File: src/rtl/id_ex_pkg.sv
// Shared encodings and default widths for the decode/execute pipeline register.
package id_ex_pkg;

  localparam int DATA_W_DEF     = 8;
  localparam int REG_ADDR_W_DEF = 3;
  localparam int CTRL_W_DEF     = 8;

  typedef enum logic [1:0] {
    ST_EMPTY = 2'b00,
    ST_FULL  = 2'b01,
    ST_SKID  = 2'b10
  } state_e;

  localparam logic [CTRL_W_DEF-1:0] CTRL_NOP = '0;

endpackage

File: src/rtl/id_ex_entry_reg.sv
// One load-enabled instruction bundle (operands, destination, control).
// Cleared only by reset; flush leaves contents stale on purpose.
module id_ex_entry_reg
  import id_ex_pkg::*;
#(
  parameter int DATA_WIDTH     = DATA_W_DEF,
  parameter int REG_ADDR_WIDTH = REG_ADDR_W_DEF,
  parameter int CTRL_WIDTH     = CTRL_W_DEF
) (
  input  logic                      clk_i,
  input  logic                      rst_ni,
  input  logic                      ld_i,
  input  logic [DATA_WIDTH-1:0]     data_top_i,
  input  logic [DATA_WIDTH-1:0]     data_bot_i,
  input  logic [REG_ADDR_WIDTH-1:0] dest_reg_i,
  input  logic [CTRL_WIDTH-1:0]     ctrl_i,
  output logic [DATA_WIDTH-1:0]     data_top_o,
  output logic [DATA_WIDTH-1:0]     data_bot_o,
  output logic [REG_ADDR_WIDTH-1:0] dest_reg_o,
  output logic [CTRL_WIDTH-1:0]     ctrl_o
);

  logic [DATA_WIDTH-1:0]     data_top_q, data_bot_q;
  logic [REG_ADDR_WIDTH-1:0] dest_reg_q;
  logic [CTRL_WIDTH-1:0]     ctrl_q;

  always_ff @(posedge clk_i) begin
    if (!rst_ni) begin
      data_top_q <= '0;
      data_bot_q <= '0;
      dest_reg_q <= '0;
      ctrl_q     <= '0;
    end else if (ld_i) begin
      data_top_q <= data_top_i;
      data_bot_q <= data_bot_i;
      dest_reg_q <= dest_reg_i;
      ctrl_q     <= ctrl_i;
    end
  end

  assign data_top_o = data_top_q;
  assign data_bot_o = data_bot_q;
  assign dest_reg_o = dest_reg_q;
  assign ctrl_o     = ctrl_q;

endmodule

File: src/rtl/id_ex_pipeline_reg.sv
// ID/EX pipeline register with valid/ready handshake and a one-entry skid buffer.
// id_ready depends only on registered state, breaking the ex_ready -> id_ready path.
module id_ex_pipeline_reg
  import id_ex_pkg::*;
#(
  parameter int DATA_WIDTH     = DATA_W_DEF,
  parameter int REG_ADDR_WIDTH = REG_ADDR_W_DEF,
  parameter int CTRL_WIDTH     = CTRL_W_DEF
) (
  input  logic                      clk,
  input  logic                      rst_n,
  input  logic                      flush,
  input  logic                      id_valid,
  output logic                      id_ready,
  input  logic [DATA_WIDTH-1:0]     id_data_top,
  input  logic [DATA_WIDTH-1:0]     id_data_bot,
  input  logic [REG_ADDR_WIDTH-1:0] id_dest_reg,
  input  logic [CTRL_WIDTH-1:0]     id_ctrl,
  output logic                      ex_valid,
  input  logic                      ex_ready,
  output logic [DATA_WIDTH-1:0]     ex_data_top,
  output logic [DATA_WIDTH-1:0]     ex_data_bot,
  output logic [REG_ADDR_WIDTH-1:0] ex_dest_reg,
  output logic [CTRL_WIDTH-1:0]     ex_ctrl
);

  state_e state_q, state_d;
  logic   in_fire, out_fire;
  logic   main_ld, skid_ld, main_from_skid;

  logic [DATA_WIDTH-1:0]     skid_top, skid_bot, main_top_d, main_bot_d;
  logic [REG_ADDR_WIDTH-1:0] skid_dest, main_dest_d;
  logic [CTRL_WIDTH-1:0]     skid_ctrl, main_ctrl_d, main_ctrl;

  assign in_fire  = id_valid & id_ready;
  assign out_fire = ex_valid & ex_ready;

  always_ff @(posedge clk) begin
    if (!rst_n) state_q <= ST_EMPTY;
    else        state_q <= state_d;
  end

  // Flush wins over every transfer and suppresses all loads.
  always_comb begin
    state_d        = state_q;
    main_ld        = 1'b0;
    skid_ld        = 1'b0;
    main_from_skid = 1'b0;
    if (flush) begin
      state_d = ST_EMPTY;
    end else begin
      case (state_q)
        ST_EMPTY: if (in_fire) begin
          state_d = ST_FULL;
          main_ld = 1'b1;
        end
        ST_FULL: begin
          case ({in_fire, out_fire})
            2'b11: main_ld = 1'b1;
            2'b10: begin
              state_d = ST_SKID;
              skid_ld = 1'b1;
            end
            2'b01: state_d = ST_EMPTY;
            default: ;
          endcase
        end
        ST_SKID: if (out_fire) begin
          state_d        = ST_FULL;
          main_ld        = 1'b1;
          main_from_skid = 1'b1;
        end
        default: state_d = ST_EMPTY;
      endcase
    end
  end

  always_comb begin
    id_ready = (state_q != ST_SKID);
    ex_valid = (state_q != ST_EMPTY);
    ex_ctrl  = ex_valid ? main_ctrl : CTRL_WIDTH'(CTRL_NOP);
  end

  assign main_top_d  = main_from_skid ? skid_top  : id_data_top;
  assign main_bot_d  = main_from_skid ? skid_bot  : id_data_bot;
  assign main_dest_d = main_from_skid ? skid_dest : id_dest_reg;
  assign main_ctrl_d = main_from_skid ? skid_ctrl : id_ctrl;

  id_ex_entry_reg #(
    .DATA_WIDTH(DATA_WIDTH), .REG_ADDR_WIDTH(REG_ADDR_WIDTH), .CTRL_WIDTH(CTRL_WIDTH)
  ) u_main (
    .clk_i(clk), .rst_ni(rst_n), .ld_i(main_ld),
    .data_top_i(main_top_d), .data_bot_i(main_bot_d),
    .dest_reg_i(main_dest_d), .ctrl_i(main_ctrl_d),
    .data_top_o(ex_data_top), .data_bot_o(ex_data_bot),
    .dest_reg_o(ex_dest_reg), .ctrl_o(main_ctrl)
  );

  id_ex_entry_reg #(
    .DATA_WIDTH(DATA_WIDTH), .REG_ADDR_WIDTH(REG_ADDR_WIDTH), .CTRL_WIDTH(CTRL_WIDTH)
  ) u_skid (
    .clk_i(clk), .rst_ni(rst_n), .ld_i(skid_ld),
    .data_top_i(id_data_top), .data_bot_i(id_data_bot),
    .dest_reg_i(id_dest_reg), .ctrl_i(id_ctrl),
    .data_top_o(skid_top), .data_bot_o(skid_bot),
    .dest_reg_o(skid_dest), .ctrl_o(skid_ctrl)
  );

endmodule

File: config.mk
export PLATFORM = sky130hd
export DESIGN_NAME = id_ex_pipeline_reg
export DESIGN_NICKNAME = d
export VERILOG_FILES = /design/src/rtl/id_ex_pkg.sv /design/src/rtl/id_ex_entry_reg.sv /design/src/rtl/id_ex_pipeline_reg.sv
export SDC_FILE = /design/constraint.sdc
export NUM_CORES = 1
export LEC_CHECK = 0
export ABC_CLOCK_PERIOD_IN_PS = 4700
export CAP_MARGIN = 10
export CORE_ASPECT_RATIO = 0.9
export CORE_UTILIZATION = 54
export CTS_CLUSTER_DIAMETER = 60
export CTS_CLUSTER_SIZE = 12
export DETAILED_ROUTE_END_ITERATION = 6
export PLACE_DENSITY = 0.85
export SETUP_SLACK_MARGIN = 0.4
export SLEW_MARGIN = 10
export SYNTH_ARGS = -nofsm -noshare
export SYNTH_HDL_FRONTEND = slang
export SYNTH_HIERARCHICAL = 1
export SYNTH_SLANG_ARGS = --single-unit
export TNS_END_PERCENT = 1
File: constraint.sdc
create_clock -name clk -period 4.7 [get_ports clk]
set_input_delay 1.41 -clock clk [delete_from_list [all_inputs] [get_ports clk]]
set_output_delay 1.41 -clock clk [all_outputs]
set_load 0.01 [all_outputs]
==> results of run 1 <==
==> flip-flops by register name, summed over array words and instances, names as in the netlist <==
register	count
u_main/data_top_o	8
u_skid/data_top_o	8
u_skid/data_bot_o	8
u_main/ctrl_o	8
u_skid/ctrl_o	8
u_main/dest_reg_o	3
state_q	2
u_main/data_bot_o	8
u_skid/dest_reg_o	3
==> worst max path at each step <==
stage                     depth (start not counted)      from              endpoint
after floorplan                                   6     flush      u_main/ctrl_o[0]
after global placement                            7  ex_ready      u_main/ctrl_o[2]
after detailed placement                          7  ex_ready  u_main/data_top_o[7]
after CTS                                         7  ex_ready      u_main/ctrl_o[2]
after global routing                              7  ex_ready  u_main/data_top_o[7]
final                                             7  ex_ready  u_main/data_top_o[7]
==> logic make-up after synthesis <==
| family | share of synthesized area (%) |
|---|---|
| multiplexers | 34.0 |
| AO/OA/AOI/OAI | 0.695 |
| AND/OR/NAND/NOR | 17.4 |
| flip-flops | 41.5 |
| buffers and inverters | 6.39 |
==> stage by stage <==
step / hold WS, ns / std cells
after floorplan: 0.470 / 227
after global placement: 0.488 / 345
after detailed placement: 0.497 / 345
after CTS: 0.524 / 352
after global routing: 0.549 / 352
final: 0.524 / 352
==> synth_stat cells (all sizes together) <==
master,number
inv,1
nand3b,1
a21oi,1
or3,1
a31oi,1
nand2,2
nor3b,2
mux2,27
dfxtp,56
a211oi,1
clkbuf,4
nand2b,3
nor2b,62
nor2,1
buf,9
and2b,1
mux2i,54
==> critical path, stage by stage <==
cell and delay [ns]:
clkdlybuf4s50_1 0.52, nand2b_1 0.18, nand2_1 0.12, a21oi_4 0.64, buf_4 0.28, mux2i_1 0.21
nor2b_1 0.08
==> power by group through the flow <==
| stage | Clock (W) | Combinational [W] | Sequential (W) |
|---|---|---|---|
| after floorplan | 0 | 0.0000656 | 0.000509 |
| after global placement | 0 | 0.000123 | 0.000507 |
| after detailed placement | 0 | 0.000125 | 0.000507 |
| after CTS | 0.000255 | 0.000125 | 0.000496 |
| after global routing | 0.000280 | 0.000133 | 0.000498 |
| final | 0.000246 | 0.000124 | 0.000496 |
==> layer usage <==
| layer | vias to the layer above | share of wire, % |
|---|---|---|
| met2 | 39 | 47 |
| met5 | - | 0 |
| met1 | 815 | 49 |
| met4 | 0 | 0.61 |
| met3 | 6 | 3.5 |
| li1 | 883 | - |
==> layout make-up <==
type	count	area (µm²)	area share, %
repair buffers	66	646	19.2
clock buffers	5	68.8	2.05
multi-input cells	157	1430	42.5
clock inverters	2	12.5	0.372
well taps	65	81.3	2.42
inverters	1	3.75	0.112
flip-flops and latches	56	1120	33.3
==> impl_results.md, run 1 <==
* RSZ-0062 raised after global routing: false
* Clk root buf: clkbuf_8
* Crit share post-route at 69.4%
* Vias in the first global route at 1,764
* TritonCTS clock tree: built
* PortBufs at 60
* Die Y at 69.1 µm
* DRT Wirelength at about 4.6 mm
* PD cells at approximately 260 nW/µm²
* Cell Area, Synth at approximately 2700 µm²
* Synth top area share at 41.5%
* P_int at 0.000669 W
* Critical R2R Capture: u_main/data_top_o[7]
* Vias at 1,743
* Status: completed
* Nets at between 300 and 400
* Commonest non-fill, non-tap cell in the layout: nor2b_1
* Crit path DAT at between 3 and 4 ns
* Clock power frac at 28.4%
* Count of final hold-check violations at 0
* Clk_lat worst skew at 0.30 ns
* Max transition margin at 42.6%
* Leak at 1.16 nW
* Area growth from synthesis to layout at 24.5%
* Hold path start: u_main/ctrl_o[1]
* GR Util met1 at 23.9%
* Drt first-iter violations at 55
* Routed len/inst at 13.1 µm
* Commonest non-fill, non-tap cells in the layout: 62 x nor2b_1, 60 x clkdlybuf4s50_1, 56 x dfxtp_1
* Routed Antenna Nets at 0
* Hold Crit Depth at 2
* # fillers at between 300 and 400
* Residual DRC at 0
* Comb pwr share at roughly 14%
* Placed Area at 3280 µm²
* Cell Rows at 24
* Hold Path End: u_main/ctrl_o[1]
* Sequential area share after synthesis at 41.5%
* Period minus WS final at 3.26 ns
* Post-route setup TNS at 0 ns
* Net count after synthesis at 259
* Max Slew Vio Count at 0
* Final setup violation count at 0
* Sw Pwr at between 0.00015 and 0.0002 W
* Met2 Use GR at 31.2%
* CTS resizes at 0
* Die footprint at 5290 µm²
* Actual slew at the worst max-slew pin at 0.858 ns
* CP Launch Type: input pin
* Top Usage Layer GRT: met2
* Max frequency at 0.307 GHz
* Postcts setup bufs at 0
* Yosys reg bits at 56
* Clock sinks at 56
* Reg2reg path depth at 6
* Reg power frac at 57.2%
* Grt ovf at 0
* Sw Ratio at 22.8%
* TritonCTS Buffers at 5
* I/O pin count at 61
* VDD IR max at 0.155 mV
* Syn. warnings at 6
* Initial antenna violation count at 0
* Finished Core Util at slightly below 70%
* Ranking of synthesized cells by area: dfxtp_1 42%, mux2i_1 20%, nor2b_1 14%
* Total core area at 4830 µm²
* Pre-antenna DRT Iters at 4
* Post-CTS Hold Buffers at 0
* Crit Path Max Fanout at 18
* Area leader, netlist: dfxtp_1
* Max-cap violations at 0
* Crit. End Element: register
* Post-Route Skew at 0.00891 ns
* Diodes inserted at 0
* Layout cells sized above 1 at 16.0%
* Gate Count Post-Synth at 227
* Pre-CTS WS at between 1 and 1.5 ns
* Met3 GRT Util at 4.37%
* Hold Path Class: reg2reg
* Reg-to-Reg Start: state_q[1]
* Clk slew on worst S/H paths at 0.09 ns
* H-tree Lvls at 2
* Final WS setup at around 1.4 ns
* Post-DP HPWL at 3.17 mm
* Post-DR vias/cell at 4.95
* CTS max path bufs at 2
* Unique masters post-synth at 21
* Die Width at 76.6 µm
* Flop-to-flop setup slack at 2.65 ns
* Total track usage at 18.5%
* Mean Syn Cell Area at 11.9 µm²
* Initial Util at 55.9%
* Post-layout instance area at ~3400 µm²
* Final Power at between 0.0008 and 0.0009 W
* Gpl congestion at just over 0.7
* First-pass GRT wire length at 7.89 mm
* Critical path class: in2reg
* Largest net degree at the start of global routing at 33
* Worst EP required at 4.90 ns
Power figures use the tool's default switching activity.
==> run 2: changes to the inputs <==
--- a/config.mk
+++ b/config.mk
@@ -5,14 +5,14 @@
 export SDC_FILE = /design/constraint.sdc
 export NUM_CORES = 1
 export LEC_CHECK = 0
-export ABC_CLOCK_PERIOD_IN_PS = 4700
+export ABC_CLOCK_PERIOD_IN_PS = 3350
 export CAP_MARGIN = 10
 export CORE_ASPECT_RATIO = 0.9
-export CORE_UTILIZATION = 54
+export CORE_UTILIZATION = 50
 export CTS_CLUSTER_DIAMETER = 60
 export CTS_CLUSTER_SIZE = 12
 export DETAILED_ROUTE_END_ITERATION = 6
-export PLACE_DENSITY = 0.85
+export PLACE_DENSITY = 0.79
 export SETUP_SLACK_MARGIN = 0.4
 export SLEW_MARGIN = 10
 export SYNTH_ARGS = -nofsm -noshare
==> constraint.sdc (replaced) <==
create_clock -name clk -period 3.35 [get_ports clk]
set_input_delay 1.005 -clock clk [delete_from_list [all_inputs] [get_ports clk]]
set_output_delay 1.005 -clock clk [all_outputs]
set_load 0.01 [all_outputs]
==> run 2 against run 1 <==
Sequential power is 40% higher. Non-clock buffer count decreased by 1. Sequential cell count unchanged. Critical path depth fell by 4. First-iteration DRC count up 7.3%. Die area grew 7.8%. Register-to-register slack worse by 0.98 ns. Via count decreased by 1.6%. Clock skew is 0.0017 ns lower. Routed wire length is 0.93% lower. Cell count is 0.57% higher. Global-route usage shrank 1.2 points.
==> impl_results.md, run 2 (synthesized netlist as in run 1, its figures left out) <==
* Post-DR vias/cell at ~4.8
* Initial Util at about 52%
* Critical path class: reg2out
* Reg power frac at a little under three fifths
* Hold Path Class: reg2reg
* Sequential Area at 1120 µm²
* Postcts setup bufs at 0
* Crit path max-delay family: simple AND/OR/NAND/NOR gates
* Clock sinks at 56
* Layout cells sized above 1 at 15.3%
* Largest net degree at the start of global routing at 28
* CP max stage delay at 0.51 ns
* PD cells at 364 nW/µm²
* Crit path DAT at between 1.5 and 2 ns
* CP bufs+invs at 1
* Drt first-iter violations at 59
* PortBufs at 60
* Clk_lat worst skew at 0.30 ns
* Max-cap violations at 0
* CTS resizes at 0
* Multi-input gate area at around 1400 µm²
* Pre-CTS WS at 0.617 ns
* Vias in the first global route at 1,638
* Clk root buf: clkbuf_8
* Crit share post-route at between 80% and 90%
* Clk slew on worst S/H paths at about 0.090 ns
* DRT Wirelength at 4.58 mm
* Nets at 318
* Total track usage at 17.2%
* Final setup violation count at 0
* Post-Route Skew at 0.00718 ns
* Post-layout instance area at 3400 µm²
* Pre-antenna DRT Iters at 3
* Post-DP HPWL at 3.06 mm
* # fillers at 422
* RSZ-0062 raised after global routing: false
* Post-route setup TNS at 0 ns
* Routed Antenna Nets at 0
* Vias at 1,715
* CP Launch Type: register
* Die footprint at 5700 µm²
* VDD IR max at 0.312 mV
* Gpl congestion at 0.730
* Worst EP required at 2.34 ns
* Initial antenna violation count at 0
* Routed len/inst at 12.9 µm
* Max Slew Vio Count at 0
* Crit Path Max Fanout at 9
* Die Y at 71.7 µm
* Commonest non-fill, non-tap cell in the layout: nor2b_1
* Max frequency at 0.356 GHz
* Commonest non-fill, non-tap cells in the layout: 62 x nor2b_1, 60 x clkdlybuf4s50_1, 56 x dfxtp_1
* I/O pin count at 61
* Sw Pwr at 0.000271 W
* Post-CTS Hold Buffers at 0
* Total core area at around 5200 µm²
* Placed Area at 3310 µm²
* Diodes inserted at 0
* Area growth from synthesis to layout at 26.0%
* Final WS setup at roughly 0.54 ns
* TritonCTS Buffers at 5
* Count of final hold-check violations at 0
* Crit. End Element: primary output
* H-tree Lvls at 2
* Residual DRC at 0
* Status: completed
* Leak at 1.17 nW
* Crit-path slowest cell: nor2_1
* Worst-path cell chain: nor2_1 -> nor2b_1 -> clkdlybuf4s50_1
* Sw Ratio at between 20 and 25%
* Clock power frac at 29.7%
* Comb pwr share at between 10% and 20%
* Die Width at 79.5 µm
* Grt ovf at 0
* Final Power at 0.00124 W
* Cell Rows at 25
* P_int at 0.000967 W
* Period minus WS final at about 2.8 ns
* Max transition margin at 58.7%
* TritonCTS clock tree: built
* Actual slew at the worst max-slew pin at 0.617 ns
* First-pass GRT wire length at 7.64 mm
* CTS max path bufs at 2
## run 2: cell type report
| class | count | area share, % |
|---|---|---|
| clock buffer | 8 | 2.65 |
| tap | 67 | 2.46 |
| sequential | 56 | 32.9 |
| timing repair buffer | 65 | 19.8 |
| multi-input combinational | 157 | 42.0 |
| inverter | 1 | 0.110 |
## run 2: metrics by stage
step | cells | util [%] | hold slack, ns
2_1_floorplan | 227 | - | 0.470
3_3_place_gp | 346 | 63.4 | 0.486
3_5_place_dp | 346 | 63.4 | 0.499
4_1_cts | 354 | 65.2 | 0.514
5_1_grt | 354 | 65.2 | 0.541
6_report | 354 | 65.2 | 0.510
## run 2: worst paths after layout
| path | start | slack (ns) | cells past startpoint | to |
|---|---|---|---|---|
| min | state_q[0] | 0.51 | 2 | state_q[1] |
| max reg2reg | state_q[1] | 1.67 | 6 | u_main/data_bot_o[6] |
| min reg2reg | state_q[0] | 0.51 | 2 | state_q[1] |
| max | state_q[1] | 0.54 | 3 | ex_ctrl[0] |
## run 2: worst min-delay path, cell delays in order, from the launching register on
cell and delay (ns):
dfxtp_1 0.35, nand2_1 0.06, a211oi_1 0.06
## run 2: power groups by stage
stage | registers (W) | logic, W | clock network (W)
after floorplan | 0.000714 | 0.0000921 | 0
after global placement | 0.000710 | 0.000175 | 0
after detailed placement | 0.000710 | 0.000177 | 0
after CTS | 0.000695 | 0.000178 | 0.000387
after global routing | 0.000698 | 0.000189 | 0.000409
final | 0.000695 | 0.000176 | 0.000368
## run 2: layer usage
metal | vias up | wire [µm] | GRT usage [%]
met5 | - | 0 | 0
met4 | 0 | 44 | 5.45
met3 | 7 | 254 | 5.35
met2 | 39 | 2120 | 27.2
met1 | 785 | 2170 | 22.4
li1 | 884 | - | -
